**config.mk**
```make
export PLATFORM = sky130hd
export DESIGN_NAME = keypad_scanner
export DESIGN_NICKNAME = d
export VERILOG_FILES = /design/src/rtl/keypad_pkg.sv /design/src/rtl/keypad_debounce_fsm.sv /design/src/rtl/keypad_scanner.sv
export SDC_FILE = /design/constraint.sdc
export NUM_CORES = 1
export LEC_CHECK = 0
export CAP_MARGIN = 20
export CORE_MARGIN = 1
export CORE_UTILIZATION = 35
export CTS_CLUSTER_SIZE = 28
export DETAILED_ROUTE_END_ITERATION = 16
export PLACE_DENSITY_LB_ADDON = 0.08
export SYNTH_ARGS = -nofsm -noshare
export SYNTH_HDL_FRONTEND = slang
export SYNTH_SLANG_ARGS = --single-unit
```
**constraint.sdc**
```tcl
create_clock -name CLK -period 4.36 [get_ports CLK]
set_input_delay 0.654 -clock CLK [delete_from_list [all_inputs] [get_ports CLK]]
set_output_delay 0.654 -clock CLK [all_outputs]
set_load 0.01 [all_outputs]
```
**src/rtl/keypad_pkg.sv**
```systemverilog
// Shared definitions for the 4x4 keypad scanner: key codes, FSM state
// encoding, frame result encoding and the (row,col) -> code map.
package keypad_pkg;

    localparam logic [3:0] KEY_0    = 4'h0;
    localparam logic [3:0] KEY_1    = 4'h1;
    localparam logic [3:0] KEY_2    = 4'h2;
    localparam logic [3:0] KEY_3    = 4'h3;
    localparam logic [3:0] KEY_4    = 4'h4;
    localparam logic [3:0] KEY_5    = 4'h5;
    localparam logic [3:0] KEY_6    = 4'h6;
    localparam logic [3:0] KEY_7    = 4'h7;
    localparam logic [3:0] KEY_8    = 4'h8;
    localparam logic [3:0] KEY_9    = 4'h9;
    localparam logic [3:0] KEY_A    = 4'hA;
    localparam logic [3:0] KEY_B    = 4'hB;
    localparam logic [3:0] KEY_C    = 4'hC;
    localparam logic [3:0] KEY_D    = 4'hD;
    localparam logic [3:0] KEY_STAR = 4'hE;
    localparam logic [3:0] KEY_HASH = 4'hF;

    typedef enum logic [2:0] {
        ST_IDLE,
        ST_DEB,
        ST_ACCEPT,
        ST_HELD,
        ST_REL
    } state_e;

    typedef enum logic [1:0] {
        FR_NONE,
        FR_ONE,
        FR_MULTI
    } frame_res_e;

    // Physical layout: r0: 1 2 3 A  r1: 4 5 6 B  r2: 7 8 9 C  r3: * 0 # D
    function automatic logic [3:0] key_code(input logic [1:0] row, input logic [1:0] col);
        logic [3:0] code;
        case ({row, col})
            4'h0:    code = KEY_1;
            4'h1:    code = KEY_2;
            4'h2:    code = KEY_3;
            4'h3:    code = KEY_A;
            4'h4:    code = KEY_4;
            4'h5:    code = KEY_5;
            4'h6:    code = KEY_6;
            4'h7:    code = KEY_B;
            4'h8:    code = KEY_7;
            4'h9:    code = KEY_8;
            4'hA:    code = KEY_9;
            4'hB:    code = KEY_C;
            4'hC:    code = KEY_STAR;
            4'hD:    code = KEY_0;
            4'hE:    code = KEY_HASH;
            default: code = KEY_D;
        endcase
        return code;
    endfunction

endpackage

```
**src/rtl/keypad_debounce_fsm.sv**
```systemverilog
// Debounce / accept / release state machine. Consumes one frame result per
// frame_close strobe (frame_res and frame_code are only meaningful while
// frame_close is high) and produces the one-cycle key/lock strobes.
module keypad_debounce_fsm
    import keypad_pkg::*;
#(
    parameter int         DEBOUNCE_FRAMES = 20,
    parameter logic [3:0] LOCK_CODE       = KEY_STAR
) (
    input  logic       clk,
    input  logic       reset,
    input  logic       frame_close,
    input  frame_res_e frame_res,
    input  logic [3:0] frame_code,
    output logic       key_pulse,
    output logic [3:0] key_value,
    output logic       lock_pulse,
    output logic       key_held,
    output state_e     state_dbg
);

    localparam int             CW       = $clog2(DEBOUNCE_FRAMES + 1);
    localparam logic [CW-1:0]  CNT_LAST = CW'(DEBOUNCE_FRAMES - 1);
    localparam logic [CW-1:0]  CNT_MAX  = '1;
    // With a single-frame debounce the first matching frame already accepts.
    localparam bit             SINGLE   = (DEBOUNCE_FRAMES <= 1);

    state_e        state;
    state_e        next_state;
    logic [CW-1:0] cnt;
    logic [3:0]    cand;
    logic          is_none;
    logic          is_one;

    assign is_none = (frame_res == FR_NONE);
    assign is_one  = (frame_res == FR_ONE);

    // State register.
    always_ff @(posedge clk) begin
        if (reset) state <= ST_IDLE;
        else       state <= next_state;
    end

    // Next-state decision, taken only on frame close (ACCEPT always lasts one cycle).
    always_comb begin
        next_state = state;
        case (state)
            ST_IDLE: begin
                if (frame_close && is_one) next_state = SINGLE ? ST_ACCEPT : ST_DEB;
            end
            ST_DEB: begin
                if (frame_close) begin
                    if (!is_one)                                     next_state = ST_IDLE;
                    else if (frame_code == cand && cnt >= CNT_LAST)  next_state = ST_ACCEPT;
                end
            end
            ST_ACCEPT: next_state = ST_HELD;
            ST_HELD: begin
                if (frame_close && is_none) next_state = SINGLE ? ST_IDLE : ST_REL;
            end
            ST_REL: begin
                if (frame_close) begin
                    if (!is_none)             next_state = ST_HELD;
                    else if (cnt >= CNT_LAST) next_state = ST_IDLE;
                end
            end
            default: next_state = ST_IDLE;
        endcase
    end

    // Candidate code, saturating frame counter and the held key_value register.
    always_ff @(posedge clk) begin
        if (reset) begin
            cnt       <= '0;
            cand      <= '0;
            key_value <= '0;
        end else if (frame_close) begin
            case (state)
                ST_IDLE: begin
                    if (is_one) begin
                        cand <= frame_code;
                        cnt  <= CW'(1);
                    end
                end
                ST_DEB: begin
                    if (is_one) begin
                        if (frame_code == cand) begin
                            cnt <= (cnt == CNT_MAX) ? cnt : cnt + CW'(1);
                        end else begin
                            cand <= frame_code;
                            cnt  <= CW'(1);
                        end
                    end
                end
                ST_HELD: begin
                    if (is_none) cnt <= CW'(1);
                end
                ST_REL: begin
                    if (is_none) cnt <= (cnt == CNT_MAX) ? cnt : cnt + CW'(1);
                end
                default: ;
            endcase
            // Load key_value on the edge into ACCEPT so it is already valid with key_pulse.
            if (next_state == ST_ACCEPT && frame_code != LOCK_CODE) key_value <= frame_code;
        end
    end

    // Outputs decoded from state; the strobes are high only during ACCEPT.
    always_comb begin
        key_pulse  = (state == ST_ACCEPT) && (cand != LOCK_CODE);
        lock_pulse = (state == ST_ACCEPT) && (cand == LOCK_CODE);
        key_held   = (state == ST_ACCEPT) || (state == ST_HELD) || (state == ST_REL);
        state_dbg  = state;
    end

endmodule

```
**src/rtl/keypad_scanner.sv**
```systemverilog
// 4x4 keypad scanner: column synchronizer, row dwell/rotation counters and
// the per-frame decoder feeding the debounce FSM.
module keypad_scanner
    import keypad_pkg::*;
#(
    parameter int         SCAN_DIV        = 24_000,
    parameter int         DEBOUNCE_FRAMES = 20,
    parameter logic [3:0] LOCK_CODE       = KEY_STAR
) (
    input  logic       CLK,
    input  logic       RESET,
    input  logic [3:0] col_in,
    output logic [3:0] row_out,
    output logic       key_pulse,
    output logic [3:0] key_value,
    output logic       lock_pulse,
    output logic       key_held
);

    localparam int            DW         = $clog2(SCAN_DIV);
    localparam logic [DW-1:0] DWELL_LAST = DW'(SCAN_DIV - 1);

    logic [3:0]    col_meta;
    logic [3:0]    col_sync;
    logic [DW-1:0] dwell;
    logic [1:0]    row_idx;
    logic [1:0]    acc_cnt;
    logic [3:0]    acc_code;
    logic          sample;
    logic          frame_close;
    logic [3:0]    row_press;
    logic [2:0]    row_hits;
    logic [1:0]    row_col;
    logic [2:0]    hits_total;
    logic [3:0]    frame_code;
    frame_res_e    frame_res;
    state_e        fsm_state;

    // Two-flop synchronizer; resets to the idle (all released) level.
    always_ff @(posedge CLK) begin
        if (RESET) begin
            col_meta <= 4'hF;
            col_sync <= 4'hF;
        end else begin
            col_meta <= col_in;
            col_sync <= col_meta;
        end
    end

    // Dwell counter with exact SCAN_DIV period; row index advances on wrap.
    always_ff @(posedge CLK) begin
        if (RESET) begin
            dwell   <= '0;
            row_idx <= 2'd0;
        end else if (dwell == DWELL_LAST) begin
            dwell   <= '0;
            row_idx <= row_idx + 2'd1;
        end else begin
            dwell <= dwell + DW'(1);
        end
    end

    assign row_out     = ~(4'b0001 << row_idx);
    assign sample      = (dwell == DWELL_LAST);
    assign frame_close = sample && (row_idx == 2'd3);
    assign row_press   = ~col_sync;

    // Per-row hit count and lowest pressed column, folded into the frame tally.
    always_comb begin
        row_hits = 3'd0;
        row_col  = 2'd0;
        for (int c = 3; c >= 0; c--) begin
            if (row_press[c]) begin
                row_hits = row_hits + 3'd1;
                row_col  = 2'(c);
            end
        end
        hits_total = {1'b0, acc_cnt} + row_hits;
        frame_code = (row_hits != 3'd0) ? key_code(row_idx, row_col) : acc_code;
        if (hits_total == 3'd0)      frame_res = FR_NONE;
        else if (hits_total == 3'd1) frame_res = FR_ONE;
        else                         frame_res = FR_MULTI;
    end

    // Frame accumulator: saturates at two hits, cleared when the frame closes.
    always_ff @(posedge CLK) begin
        if (RESET) begin
            acc_cnt  <= 2'd0;
            acc_code <= 4'h0;
        end else if (sample) begin
            if (row_idx == 2'd3) begin
                acc_cnt  <= 2'd0;
                acc_code <= 4'h0;
            end else begin
                acc_cnt  <= (hits_total >= 3'd2) ? 2'd2 : hits_total[1:0];
                acc_code <= frame_code;
            end
        end
    end

    keypad_debounce_fsm #(
        .DEBOUNCE_FRAMES (DEBOUNCE_FRAMES),
        .LOCK_CODE       (LOCK_CODE)
    ) u_fsm (
        .clk         (CLK),
        .reset       (RESET),
        .frame_close (frame_close),
        .frame_res   (frame_res),
        .frame_code  (frame_code),
        .key_pulse   (key_pulse),
        .key_value   (key_value),
        .lock_pulse  (lock_pulse),
        .key_held    (key_held),
        .state_dbg   (fsm_state)
    );

    // ACCEPT is a single-cycle state that always hands over to HELD.
    accept_one_cycle: assert property (@(posedge CLK) disable iff (RESET)
        (fsm_state == ST_ACCEPT) |=> (fsm_state == ST_HELD));

endmodule

```
==> results.cfg, run 1 <==
[final_layout]
layout-drive-gt1-share_pct = 9.88
multi_input_area_mm2 = 0.00173
nNetsFinal = 365
fillers = 801
seqCellArea_um2 = 941
syn_to_final_growth_pct = 11.8
instances_no_fill = 446
diodes = 0

[power_and_ir_drop]
sw_frac_of_total_pct = 27.4
p_clk_share_pct = 31.2
power.leakage_nw = 1.24
power.switching_w = 0.000226
comb_power_share_pct = 14.7
seqPwrFrac_pct = 54.1
max-vdd-ir-drop_mv = 0.100
power_density_mw_per_mm2 = 265
p_int_w = 0.000600

[drt]
num_vias = 2300
dr.pass1.iters = 4
wl_per_cell_um = 13.5
via_per_inst = 5.16
drc = 0
wirelength_mm = 6.04
postRouteAntennaNets = 0
drt_iter0_drc = 92

[synthesis]
yosysSeqAreaShare_pct = 33.8
synth_most_common_cell = dfxtp_1
synth_top_family_by_area = simple AND/OR/NAND/NOR gates
synth_compound_area_share_pct = 14.9
muxShareOfSynthArea_pct = 4.98
syn_nets = 351
netlist_instances = 329
synth_top_area_share_pct = 33.8
synth_seq_cells = 47
synthTopCellsByCount = 47 x dfxtp_1, 33 x nand2_1, 31 x nor2_1
async_reset_ff_share_pct = 0
ys_warn_count = 0
synth_edf_count = 0
ys_top_cells_by_area = dfxtp_1 34%, ha_1 6.7%, nand2_1 4.4%
synth-xor-area-share_pct = 6.78
yosys.area_share.simple_pct = 27.8
syn_area_per_cell_um2 = 8.47
synth_adder_area_share_pct = 7.45
ys_types = 58
ys.flop_type = dfxtp_1
yosysTopAreaCell = dfxtp_1
syn_area_mm2 = 0.00279

[global_routing]
grt_max_degree = 26
grt_pass1_vias = 2177
grt-busiest-layer = met2
grt_use_total_pct = 15.6
use_met2_pct = 26.3
met3_usage_pct = 2.51
antenna_found_initial = 0
grt_pass1_wl_mm = 10.3
gr-total-overflow = 0
grt_use_met1_pct = 20.4

[timing]
max_freq_mhz = 254
worst_pin_slew_ns = 0.546
fin_crit_ns = 3.93
rsz0062_at_grt = no
slew-limit-headroom_pct = 63.1
fin_crit_sh_pct = 90.1
setup_tns_ns = 0
slew_violations = 0
fin_worst_skew_ns = 0.0126
setup_viol = 0
hold_viol = 0

[placed_design]
dp_cells = 438
dp_hpwl_mm = 4.54
port-buffer-count = 16
routabilityCongestion = 0.764

[clock_network]
clockRootBuffer = clkbuf_8
clockBufferDepth = 2
cts_tree = yes
cts_hold_buf = 0
clkLatencyLatePin_ns = 0.30
cts-resized-gates = 0
postCtsSetupBuffers = 0
cts_buffers = 5
cts.sinks = 47
htreeDepth = 2
clk_pin_slew_ns = 0.09

[critical_path]
crit_fanout = 8
crit_path_start_kind = flop
cp.arrival_ns = 4.16
crit_path_end_kind = flop
worstSetupPathType = reg -> reg
required_ns = 4.59

[floorplanning]
placementRows = 32
ios = 17
start_util_pct = 36.1
core_mm2 = 0.00773
die-width_um = 91.2
fp.dieH_um = 91.2
die-area_mm2 = 0.00833

[min_path]
hp-class = reg -> reg

[flow_run]
drv_cap = 0

[status]
status = complete, no violations
## metrics by stage
stage                     instance area, um2  hold slack [ns]  total power, W  worst slack (ns)  util [%]
after floorplan                         2790            0.389        0.000551             0.616         -
after global placement                  3040            0.398        0.000579             0.545      39.3
after detailed placement                3040            0.396        0.000578             0.434      39.3
after CTS                               3120            0.415        0.000838             0.403      40.3
after global routing                    3120            0.428        0.000870            0.0869      40.3
final                                   3120            0.412        0.000826             0.430      40.3
## layer usage
metal  routed length, um  up-vias
met5                   0        -
met4                  79        0
met3                 143        6
met2                2850       23
met1                2960     1095
li1                    -     1176
## logic make-up after synthesis
logic type / after synthesis
and+or+nand+nor: 147
DFF: 47
buffers and inverters: 28
xor gates and xnor gates: 20
AOI/OAI and AO/OA: 59
adders and majority gates: 16
muxes: 12
## critical path, cell delays in order, from the launching register on
cell	delay, ns
dfxtp_1	0.39
inv_1	0.06
ha_1	0.31
xor2_1	0.21
inv_1	0.08
ha_1	0.28
nor2_1	0.03
a31oi_1	0.37
fa_1	0.25
xnor3_1	0.40
nand2b_1	0.27
o31ai_1	0.14
nor4_1	0.28
buf_4	0.16
nand4_1	0.15
or3_1	0.34
a21oi_1	0.15
## flip-flops by register name, summed over array words and instances, names as in the netlist
signal	count
acc_cnt	2
acc_code	4
col_meta	4
col_sync	4
dwell	15
row_idx	2
u_fsm.cand	4
u_fsm.cnt	5
u_fsm.key_value	4
u_fsm.state_dbg	3
## power groups by stage
stage	registers, W	clock network, W	logic (W)
detailed placement	0.000457	0	0.000121
CTS	0.000447	0.000269	0.000122
floorplan	0.000451	0	0.0000996
global placement	0.000458	0	0.000121
global route	0.000449	0.000283	0.000137
finish	0.000447	0.000258	0.000121
## final cells by class
class                           instances  area share (%)
Multi-Input combinational cell        254            55.3
Tap cell                              102            4.09
Clock inverter                          1           0.161
Clock buffer                            7            2.45
Inverter                               16            1.93
Sequential cell                        47            30.2
Timing Repair Buffer                   19            5.86
## final timing paths
| kind | start | end | slack (ns) | cells past startpoint |
|---|---|---|---|---|
| max | col_sync[2] | u_fsm.key_value[3] | 0.43 | 16 |
| min | col_meta[2] | col_sync[2] | 0.41 | 1 |
| max reg2reg | col_sync[2] | u_fsm.key_value[3] | 0.43 | 16 |
| min reg2reg | col_meta[2] | col_sync[2] | 0.41 | 1 |
## layout by cell type (no fill, tap or decap), types with 6 or more instances in the layout
master	count
mux2i_1	8
nand3_1	12
xor2_1	12
nor2b_1	8
or2_2	13
and3_1	7
ha_1	15
and2_1	6
xnor2_1	7
nand2_1	33
inv_1	16
clkdlybuf4s50_1	16
nor3_1	7
a21oi_1	13
dfxtp_1	47
nor2_1	31
o21ai_0	14
Note: power is estimated with default switching activity, not from simulation.
==> run 2, diff against run 1 <==
--- a/config.mk
+++ b/config.mk
@@ -10,7 +10,9 @@
 export CORE_UTILIZATION = 35
 export CTS_CLUSTER_SIZE = 28
 export DETAILED_ROUTE_END_ITERATION = 16
+export GPL_ROUTABILITY_DRIVEN = 1
 export PLACE_DENSITY_LB_ADDON = 0.08
+export SKIP_CTS_REPAIR_TIMING = 1
 export SYNTH_ARGS = -nofsm -noshare
 export SYNTH_HDL_FRONTEND = slang
 export SYNTH_SLANG_ARGS = --single-unit
==> results of run 2 <==
Same layout as run 1: the final DEF is identical, and so are final timing and power.
==> run 3, diff against run 2 <==
==> constraint.sdc (replaced) <==
create_clock -name CLK -period 3.26 [get_ports CLK]
set_input_delay 0.326 -clock CLK [delete_from_list [all_inputs] [get_ports CLK]]
set_output_delay 0.326 -clock CLK [all_outputs]
set_load 0.01 [all_outputs]
==> run 3 against run 2 <==
Net effect: the run now ends with setup timing left; maximum frequency grew 19%; die area did not move; combinational power increased by 85%; cell count up 5.2%; core utilization grew 5.0 points; sequential power increased by 34%; worst hold slack about the same; global-route usage grew 0.090 points; wire length rose by 6.2%; clock-buffer cell count down 1; critical path depth fell by 2; critical endpoint unchanged; largest power group unchanged.
==> results.cfg, run 3 (same netlist as run 1, synthesis figures left out) <==
[status]
status = complete, but fails checks
violations = setup timing

[floorplanning]
placementRows = 32
die-area_mm2 = 0.00833
core_mm2 = 0.00773
fp.dieH_um = 91.2
start_util_pct = 36.1
ios = 17
die-width_um = 91.2

[drt]
drc = 0
wirelength_mm = 6.41
wl_per_cell_um = 13.7
drt_iter0_drc = 72
via_per_inst = 5.05
num_vias = 2369
postRouteAntennaNets = 0
dr.pass1.iters = 4

[timing]
max_freq_mhz = 304
fin_crit_ns = 3.29
fin_worst_skew_ns = 0.00689
slew_violations = 0
setup_ws_ns = -0.0300
fin_crit_sh_pct = 101
slew-limit-headroom_pct = 64.7
setup_tns_ns = -0.0300
hold_viol = 0
rsz0062_at_grt = yes
setup_viol = 1
worst_pin_slew_ns = 0.530

[critical_path]
worstSetupPathType = reg -> reg
crit_path_start_kind = flop
crit_fanout = 5
crit_path_start = col_sync[3]
cpLargestDelayFamily = simple AND/OR/NAND/NOR gates
max_stage_delay_ns = 0.52
reg2reg_depth = 14
path_depth = 14
cp_slowest_cell = fa_2
cp_common_cell = ha_4
rr_endpoint = u_fsm.key_value[3]
crit_path_end_kind = flop
critPathBufInv = 2
rrSetupSlack_ns = -0.03
r2r-start = col_sync[3]
crit_end = u_fsm.key_value[3]
required_ns = 3.49
cp.arrival_ns = 3.52
crit_chain = inv_2, ha_4, xor2_2, inv_1, ha_4, nor2_4, a31oi_4, fa_2, nor2b_4, nor3_2, nor4_4, nand4_1, or3_1, a21oi_1

[clock_network]
htreeDepth = 2
clockBufferDepth = 2
cts_buffers = 5
clk_pin_slew_ns = 0.08
cts.sinks = 47
clockRootBuffer = clkbuf_8
cts_tree = yes
clkLatencyLatePin_ns = 0.30

[placed_design]
dp_hpwl_mm = 4.78
routabilityCongestion = 0.790
dp_cells = 459
port-buffer-count = 16

[final_layout]
largest_reg_flops = 15
fin_util_pct = 45.4
nNetsFinal = 389
instances_no_fill = 469
final_cell_mix = 45 x dfxtp_1, 33 x nand2_1, 29 x nor2_1, 26 x buf_4, 16 x clkdlybuf4s50_1
fillers = 785
regMostFlops = dwell
top_regs = dwell (15), u_fsm.cnt (5)
layout-drive-gt1-share_pct = 22.6
diodes = 0
final_common_cell = dfxtp_1
syn_to_final_growth_pct = 25.7

[power_and_ir_drop]
power.leakage_nw = 1.38
power.total_w = 0.00124
max-vdd-ir-drop_mv = 0.183
power_density_mw_per_mm2 = 354

[global_routing]
grt_pass1_wl_mm = 10.5
grt_use_total_pct = 15.7
antenna_found_initial = 0
use_met2_pct = 26.3
met3_usage_pct = 2.51
grt_use_met1_pct = 20.5
grt_max_degree = 26
grt_pass1_vias = 2275
grt-busiest-layer = met2
gr-total-overflow = 0

[min_path]
hp-class = reg -> reg

[flow_run]
drv_cap = 0
[run 3: cell count changes in the layout (fill, tap and decap cells not counted), sizes merged]
cell	previous run	this run
clkbuf	7	6
buf	3	27
bufinv	0	1
clkinv	1	0
[run 3: worst min path at each step]
stage | cells after the start | from | end | slack [ns]
6_report | 1 | col_meta[3] | col_sync[3] | 0.41
5_1_grt | 1 | col_meta[3] | col_sync[3] | 0.43
4_1_cts | 1 | col_meta[3] | col_sync[3] | 0.41
3_5_place_dp | 1 | col_meta[3] | col_sync[3] | 0.39
3_3_place_gp | 1 | col_meta[0] | col_sync[0] | 0.39
2_1_floorplan | 1 | col_meta[2] | col_sync[2] | 0.39
[run 3: per-layer routing]
layer / vias to the layer above / wire, um
met5: - / 0
met4: 0 / 70
met3: 6 / 118
met2: 20 / 3000
met1: 1120 / 3230
li1: 1223 / -
[run 3: cell type report]
class	count	area, um2	area share (%)
Clock inverter	1	30.0	0.857
Sequential cell	47	943	26.9
Inverter	16	60.1	1.71
Multi-Input combinational cell	254	1900	54.3
Timing Repair Buffer	43	367	10.5
Tap cell	102	128	3.64
Clock buffer	6	72.6	2.07
[run 3: where the power goes]
group          internal [W]  switching (W)
Clock              0.000225       0.000193
Sequential         0.000585      0.0000138
Combinational      0.000108       0.000116
Total              0.000918       0.000322
[run 3: metrics by stage]
stage	cell area [um2]	hold WS (ns)	worst slack [ns]
finish	3500	0.412	-0.0300
global route	3500	0.434	-0.226
CTS	3350	0.415	-0.228
detailed placement	3250	0.394	-0.219
global placement	3250	0.393	-0.104
floorplan	2850	0.389	-0.0358
